`config.mk`:
```
export PLATFORM = sky130hd
export DESIGN_NAME = resta_serial
export DESIGN_NICKNAME = d
export VERILOG_FILES = /design/src/rtl/resta_pkg.sv /design/src/rtl/restcomp.sv /design/src/rtl/resta_serial.sv
export SDC_FILE = /design/constraint.sdc
export NUM_CORES = 1
export LEC_CHECK = 0
export ABC_AREA = 1
export ABC_CLOCK_PERIOD_IN_PS = 2500
export BUFFER_PORTS_ARGS = -buffer_cell sky130_fd_sc_hd__buf_2
export CAP_MARGIN = 20
export CORE_MARGIN = 1
export CORE_UTILIZATION = 58
export DETAILED_ROUTE_END_ITERATION = 16
export PLACE_DENSITY = 0.94
export SLEW_MARGIN = 20
export SYNTH_ARGS = -nofsm -noshare
export SYNTH_HDL_FRONTEND = slang
export SYNTH_SLANG_ARGS = --single-unit
```
`constraint.sdc`:
```
create_clock -name clk -period 2.5 [get_ports clk]
set_input_delay 0 -clock clk [delete_from_list [all_inputs] [get_ports clk]]
set_output_delay 0 -clock clk [all_outputs]
set_load 0.01 [all_outputs]
```
`src/rtl/resta_pkg.sv`:
```
// Shared definitions for the serial subtractor: FSM state encoding and the
// default operand width.
package resta_pkg;

  localparam int unsigned RESTA_W_DEFAULT = 8;

  typedef enum logic [1:0] {
    IDLE = 2'd0,
    RUN  = 2'd1,
    DONE = 2'd2
  } state_t;

endpackage

```
`src/rtl/restcomp.sv`:
```
// One-bit full subtractor: Di = xi - yi - bi, Bo = borrow out.
module restcomp (
  input  logic xi,
  input  logic yi,
  input  logic bi,
  output logic Di,
  output logic Bo
);

  // Difference bit and borrow generation/propagation
  assign Di = xi ^ yi ^ bi;
  assign Bo = (~xi & yi) | (~(xi ^ yi) & bi);

endmodule

```
`src/rtl/resta_serial.sv`:
```
// Bit-serial subtractor: D = xi - yi (mod 2^N), one bit per clock, LSB first.
// Handshake: start is sampled only in IDLE; busy is high for exactly N cycles
// while bits are processed; done pulses for one cycle when D/Bo/Z are valid,
// and those outputs then hold until the next done or reset.
// Optional feature: define RESTA_OVF_EN to add the signed-overflow output V.
module resta_serial
  import resta_pkg::*;
#(
  parameter int N = RESTA_W_DEFAULT
) (
  input  logic         clk,
  input  logic         rst,
  input  logic         start,
  input  logic [N-1:0] xi,
  input  logic [N-1:0] yi,
  output logic         busy,
  output logic         done,
  output logic [N-1:0] D,
  output logic         Bo,
  output logic         Z,
`ifdef RESTA_OVF_EN
  output logic         V,
`endif
  output state_t       dbg_state_o
);

  localparam int CW = $clog2(N + 1);
  localparam logic [CW-1:0] LAST_CNT = CW'(N - 1);

  state_t         state_q, state_d;
  logic [CW-1:0]  cnt_q, cnt_d;
  logic [N-1:0]   x_q, x_d;
  logic [N-1:0]   y_q, y_d;
  logic [N-1:0]   r_q, r_d;
  logic           b_q, b_d;
  logic [N-1:0]   d_q, d_d;
  logic           bo_q, bo_d;
  logic           z_q, z_d;
`ifdef RESTA_OVF_EN
  // Sign bits of the captured operands; the shift registers lose them.
  logic           xs_q, xs_d;
  logic           ys_q, ys_d;
  logic           v_q, v_d;
`endif

  logic           d_bit;
  logic           b_next;
  logic [N-1:0]   res_shift;

  restcomp u_restcomp (
    .xi (x_q[0]),
    .yi (y_q[0]),
    .bi (b_q),
    .Di (d_bit),
    .Bo (b_next)
  );

  // Result register after this cycle's bit is shifted into the MSB
  always_comb begin
    res_shift        = r_q >> 1;
    res_shift[N-1]   = d_bit;
  end

  // Next-state and datapath control
  always_comb begin
    state_d = state_q;
    cnt_d   = cnt_q;
    x_d     = x_q;
    y_d     = y_q;
    r_d     = r_q;
    b_d     = b_q;
    d_d     = d_q;
    bo_d    = bo_q;
    z_d     = z_q;
`ifdef RESTA_OVF_EN
    xs_d    = xs_q;
    ys_d    = ys_q;
    v_d     = v_q;
`endif
    case (state_q)
      IDLE: begin
        if (start) begin
          x_d     = xi;
          y_d     = yi;
          r_d     = '0;
          b_d     = 1'b0;
          cnt_d   = '0;
`ifdef RESTA_OVF_EN
          xs_d    = xi[N-1];
          ys_d    = yi[N-1];
`endif
          state_d = RUN;
        end
      end
      RUN: begin
        x_d   = x_q >> 1;
        y_d   = y_q >> 1;
        r_d   = res_shift;
        b_d   = b_next;
        cnt_d = cnt_q + CW'(1);
        if (cnt_q == LAST_CNT) begin
          state_d = DONE;
          d_d     = res_shift;
          bo_d    = b_next;
          z_d     = (res_shift == '0);
`ifdef RESTA_OVF_EN
          v_d     = (xs_q ^ ys_q) & (xs_q ^ res_shift[N-1]);
`endif
        end
      end
      DONE: begin
        state_d = IDLE;
      end
      default: begin
        state_d = IDLE;
      end
    endcase
  end

  // State and datapath registers, cleared asynchronously
  always_ff @(posedge clk or posedge rst) begin
    if (rst) begin
      state_q <= IDLE;
      cnt_q   <= '0;
      x_q     <= '0;
      y_q     <= '0;
      r_q     <= '0;
      b_q     <= 1'b0;
      d_q     <= '0;
      bo_q    <= 1'b0;
      z_q     <= 1'b0;
`ifdef RESTA_OVF_EN
      xs_q    <= 1'b0;
      ys_q    <= 1'b0;
      v_q     <= 1'b0;
`endif
    end else begin
      state_q <= state_d;
      cnt_q   <= cnt_d;
      x_q     <= x_d;
      y_q     <= y_d;
      r_q     <= r_d;
      b_q     <= b_d;
      d_q     <= d_d;
      bo_q    <= bo_d;
      z_q     <= z_d;
`ifdef RESTA_OVF_EN
      xs_q    <= xs_d;
      ys_q    <= ys_d;
      v_q     <= v_d;
`endif
    end
  end

  assign busy        = (state_q == RUN);
  assign done        = (state_q == DONE);
  assign D           = d_q;
  assign Bo          = bo_q;
  assign Z           = z_q;
`ifdef RESTA_OVF_EN
  assign V           = v_q;
`endif
  assign dbg_state_o = state_q;

endmodule

```
# Word level (Yosys, flattened, before mapping)
# Cells that the tools add are included.
totals:
  in_bits: 19
  regBits: 41
  word_cells: 41
op_classes:
  n_reduce_logical: 6
  eq_ne: 5
  mux: 13
  addsub: 1
  bitwise_logic: 7
op_table:
  columns: ["operator", "n"]
  rows:
  - ["8-bit one-hot mux with 2 select lines", 3]
  - ["8-bit two-way mux", 3]
  - ["8-bit zero test", 1]
  - ["4-bit one-hot mux with 2 select lines", 1]
  - ["2-bit AND reduction", 3]
  - ["4-bit by 1-bit adder with 4-bit output, second input constant", 1]
  - ["4-bit by 3-bit == test with 1-bit output, second input constant", 1]
  - ["2-bit two-way mux", 2]
  - ["4-bit two-way mux", 1]
  - ["2-bit one-hot mux with 2 select lines", 1]
  - ["1-bit AND", 2]
  - ["2-bit by 1-bit == test with 1-bit output, second input constant", 1]
  - ["2-bit == test, second input constant", 1]
  - ["2-bit zero test", 1]
  - ["2-bit by 1-bit inequality test with 1-bit output, second input constant", 1]
  - ["2-bit inequality test, second input constant", 1]
  - ["1-bit inverter", 2]
  - ["1-bit one-hot mux with 2 select lines", 1]
  - ["2-bit nonzero test", 1]
  - ["1-bit bitwise XOR", 2]
  - ["1-bit two-way mux", 1]
  - ["1-bit bitwise OR", 1]

# Depth between registers and ports, before layout
logic_depth:
  ltp_word: 5
  mapped_depth: 7

# Modules after synthesis
# A second synthesis with hierarchy kept.
unflattened:
  cells_unflattened: 194
  hier_area_um2: 1784.2
by_module_without_submodules:
  columns: ["mod", "seq_area_each_um2", "area_each_um2", "n_inst", "cells_per_inst"]
  rows:
  - ["resta_serial", 1001.0, 1752.9, 1, 190]
  - ["restcomp", 0.0, 31.3, 1, 4]

# Least setup slack after synthesis
# No wires, ideal clock.
synth_timing:
  path_kind: "register to register"
  start: "reg y_q[0]"
  end: "reg z_q (netlist: Z)"
  setup_slack_ns: 1.246
  path_buffers: 0
  arrival_ns: 1.138
  setup_time_ns: 0.116
  required_ns: 2.384
  stages_incl_launch_ff: 8
  cell_sequence: "dfrtp_1 inv_1 fa_1 nor2_1 nand2_1 nor2_1 nand2_1 nand2_1"
synth_via:
  elab_chain_len: 3
synth_rtl:
  columns: ["item", "line", "text"]
  rows:
  - ["start: declaration", "resta_serial.sv:33", "logic [N-1:0] y_q, y_d;"]
  - ["start signal: assignment", "resta_serial.sv:141", "y_q <= y_d;"]
  - ["1-bit bitwise XOR (2 in a row)", "restcomp.sv:11", "assign Di = xi ^ yi ^ bi;"]
  - ["net d_bit", "resta_serial.sv:46", "logic d_bit;"]
  - ["8-bit zero test", "resta_serial.sv:105", "z_d = (res_shift == '0);"]
  - ["end signal: assignment", "resta_serial.sv:146", "z_q <= z_d;"]
  - ["end: declaration", "resta_serial.sv:38", "logic z_q, z_d;"]
# The timed path passes the listed nets, and every way through them passes these cells.
# A chain may end at the register's enable or synchronous reset.

# Worst setup path in the final report
# Ends and elaborated chain as after synthesis.

==> results.md <==
Yosys:
- The count of state elements after synthesis is 40.
- The number of enable flip-flop cells after synthesis is 0.
- nand2_1 is the most common cell in the netlist.
- The share of the Yosys chip area taken by registers is 0.5654.
- The primary flip-flop cell chosen by synthesis mapping is dfrtp_1.
- Summing every instance area after synthesis gives 1770 sq um.
- Ranked by total cell area, the synthesized netlist is headed by dfrtp_1, nand2_1, nand3_1.
- The commonest cells after synthesis are nand2_1, dfrtp_1, nand3_1.
- For this run, asynchronously set or reset flops after synthesis account for 1.000.
- The leading area contributor after synthesis is dfrtp_1.
- The warning count from the yosys run is 0.
- The netlist uses 23 different library cells.
- The net count after synthesis is 211.
- The share of synthesized area in the top cell type comes to 0.5654.
- Each instance of the synthesized netlist takes up on average between 9 and 10 sq um.
- After technology mapping, the gate count stands at 190.

Timing:
- For the final database, setup skew stands at about 9 ps.
- The count of final hold-check violations is 0.
- The count of final max-slew check failures is 0.
- Setup violations remaining at the end of the flow were counted as 0.
- The shortest clock period the worst path allows after layout is ~1500 ps.
- The transition time of the tightest slew-check pin is approximately 830 ps.
- The final critical-path share of the clock period is 0.5832.
- The highest clock rate is 0.6859 GHz.
- The worst slew margin relative to its limit is 0.4473.
- Setup repair after global routing left no endpoint under its margin.
- Setup total negative slack on the finished layout was measured at 0 ps.

Layout:
- The number of antenna repair diodes is 0.
- Relative to the synthesized area, the layout overhead comes to 20.71%.
- The number of nets in the layout is 260.
- Summing all non-filler instances in the final layout gives an area of 2137 sq um.
- Of the cells placed in the final design, the portion with a size suffix greater than 1 is 0.2469.

Clocking:
- TritonCTS built the clock tree.
- The number of buffers added by the clock tree synthesis step is 5.
- The tree is rooted in a clkbuf_4.
- The clock slew seen by the registers of the worst setup and hold paths is 110 ps.
- In this run the deepest clock path goes through 2 buffers.
- After clock tree synthesis, the setup repair step added 0 buffers.
- The source-to-sink clock delay at the later pin of the worst-skew pair is 350 ps.
- The number of clock sinks is 40.
- In this run the number of H-tree levels came out at 2.

Placement:
- The cell area reported after detailed placement is 1917 sq um.
- At the end of routability-driven placement, the weighted congestion stood at around 0.74.
- The count of buffers added on input and output ports is 32.
- The HPWL reported at the end of detailed placement is approximately 2.3 mm.

Job:
- The tool flagged a number of max-cap violations equal to 0.

Floorplanning:
- The initial utilization of the core area, before any placement, comes to 0.6258.
- The number of placement rows is 19.
- The number of top-level pins is 33.
- The die covers about 3300 sq um.
- The die is roughly 57 um wide.
- The die span in y is about 57 um.
- The total area inside the core boundary comes to around 2800 sq um.

Critical path:
- The peak fanout along the critical path is 3.
- The worst setup path is of the reg -> reg kind.
- The worst path required time is between 2000 and 3000 ps.
- The worst setup path is launched from a register.
- The cell type with the highest occurrence count on the critical path is nand2_1.
- The slowest stage of the critical path belongs to the cell fa_1.
- The buffer and inverter count on the worst path is 1.
- In this run the critical register-to-register path is launched from y_q[0].
- Traced cell by cell, the critical path runs through inv_1 > fa_1 > nor2_1 > nand2_1 > nor2_1 > nand2_1 > nand2_1.
- The category of the worst setup path capture point is a register.
- The critical path crosses 7 cells after its start point.
- STA puts the critical path data arrival time at 1760 ps.
- In this run the critical register-to-register path is captured at Z.
- Broken down by cell family, the worst path's largest delay share belongs to adder cells.
- The worst-case reg-to-reg path depth is 7.
- In this run the register-to-register setup slack is between 1000 and 1500 ps.
- The largest single stage delay on the critical path is roughly 540 ps.

Routing:
- The detailed router's first-iteration violation count is just over 90.
- The routed wirelength normalized by instance count is around 13 um.
- For this run, design rule violations remaining after detail routing come to 2.
- The number of nets with antenna violations after routing is 0.
- Before antenna repair, the detailed router went through 11 iterations.
- The routed layout has ~1500 vias.
- Using the TritonRoute via totals, the vias-per-cell ratio works out to between 5 and 6.
- For this block, the routed nets add up to 3.642 mm of wire.

Global routing:
- The first global-routing pass estimated about 6.3 mm of wire.
- The via count of the first global-routing pass is between 1000 and 1500.
- Entering global routing, the biggest net connects 30 pins.
- The number of antenna violations at the first check in global routing is 0.
- Summed over all layers, the global routing overflow is 0.
- The total routing resource utilization after global routing is 0.2599.

Outcome:
- The checks that failed: design-rule violations.
- The run finished, with violations left.

Hold path:
- The number of cells on the worst hold path is 4.
- The path with the worst hold slack has its endpoint at cnt_q[2].
- The critical hold path startpoint is start.
- In this run the worst hold path is classified as in -> reg.

Power and ir drop:
- The static power due to leakage is about 1.1 nW.
- The largest vdd supply drop is around 0.6 mV.
- The power per cell area is roughly 1100 nW/um^2.
-- area by class of cell --
class	count	area, sq um
Clock buffer	5	37.54
Clock inverter	2	12.51
Fill cell	193	691.9
Inverter	13	48.80
Multi-Input combinational cell	128	653.1
Sequential cell	40	1001
Tap cell	31	38.79
Timing Repair Buffer	51	345.3
-- worst max path at each step --
stage / from / endpoint
5_1_grt: dbg_state_o[1] / y_q[3]
4_1_cts: y_q[0] / Z
3_3_place_gp: dbg_state_o[1] / dbg_state_o[0]
3_5_place_dp: dbg_state_o[1] / y_q[6]
6_report: y_q[0] / Z
2_1_floorplan: y_q[0] / Z
-- metal layers --
layer	vias to the layer above	track usage	routed length (um)
met2	57	0.3933	1792
met3	12	0.06803	215
li1	713	-	-
met4	0	0.1707	76
met5	-	0	0
met1	705	0.3333	1558
-- metrics by stage --
stage          hold WS, ps  cells  total power [W]  setup WS (ps)    util
2_1_floorplan        109.6    190         0.001875           1246       -
3_3_place_gp         193.1    246         0.002051           1172  0.6776
3_5_place_dp         192.9    246         0.002125           1121  0.6776
4_1_cts              199.6    270         0.002460           1081  0.7554
5_1_grt              254.7    270         0.002651          934.2  0.7554
6_report             204.0    270         0.002453           1042  0.7554
-- tightest hold or removal path: stages --
cell     delay (ps)
buf_2            80
nand2_2         240
nand3_1         140
o21ai_1          60
-- cells in the final DEF, fill, tap and decap left out, types with 2 or more instances in the layout --
cell	Yosys	final
nor2_1	8	8
nand2_2	4	4
o22ai_1	7	7
nand2_1	54	54
clkbuf_4	0	5
nor2_4	2	2
nand3_1	36	36
dlygate4sd3_1	0	17
dfrtp_1	40	40
inv_1	11	11
buf_2	3	32
o21ai_2	8	8
buf_4	2	2
inv_2	2	2
-- state kept, by name, summed over array words and instances, names as in the netlist --
| register | flops |
|---|---|
| D | 8 |
| cnt_q | 4 |
| Bo | 1 |
| b_q | 1 |
| r_q | 7 |
| dbg_state_o | 2 |
| Z | 1 |
| x_q | 8 |
| y_q | 8 |
-- cell families (layout without fill, tap and decap cells) --
logic type                 Yosys count  count (layout)  synth area share
AOI/OAI and AO/OA                   19              19           0.07703
adders and majority gates            2               2           0.01837
buffers and inverters               22              71           0.06572
DFF                                 40              40            0.5654
and+or+nand+nor                    107             107            0.2735
-- timing repair --
| item | 4_1_cts | 5_1_grt |
|---|---|---|
| gates resized for setup | 0 | 0 |
| hold endpoints to repair | 38 | 0 |
| hold buffers | 17 | 0 |
-- power breakdown --
part | switching [W] | leakage [nW] | internal, W
Combinational | 0.000652 | 0.546 | 0.000389
Sequential | 0.000177 | 0.512 | 0.000928
Clock | 0.000204 | 0.0271 | 0.000102
Power figures use the tool's default switching activity.
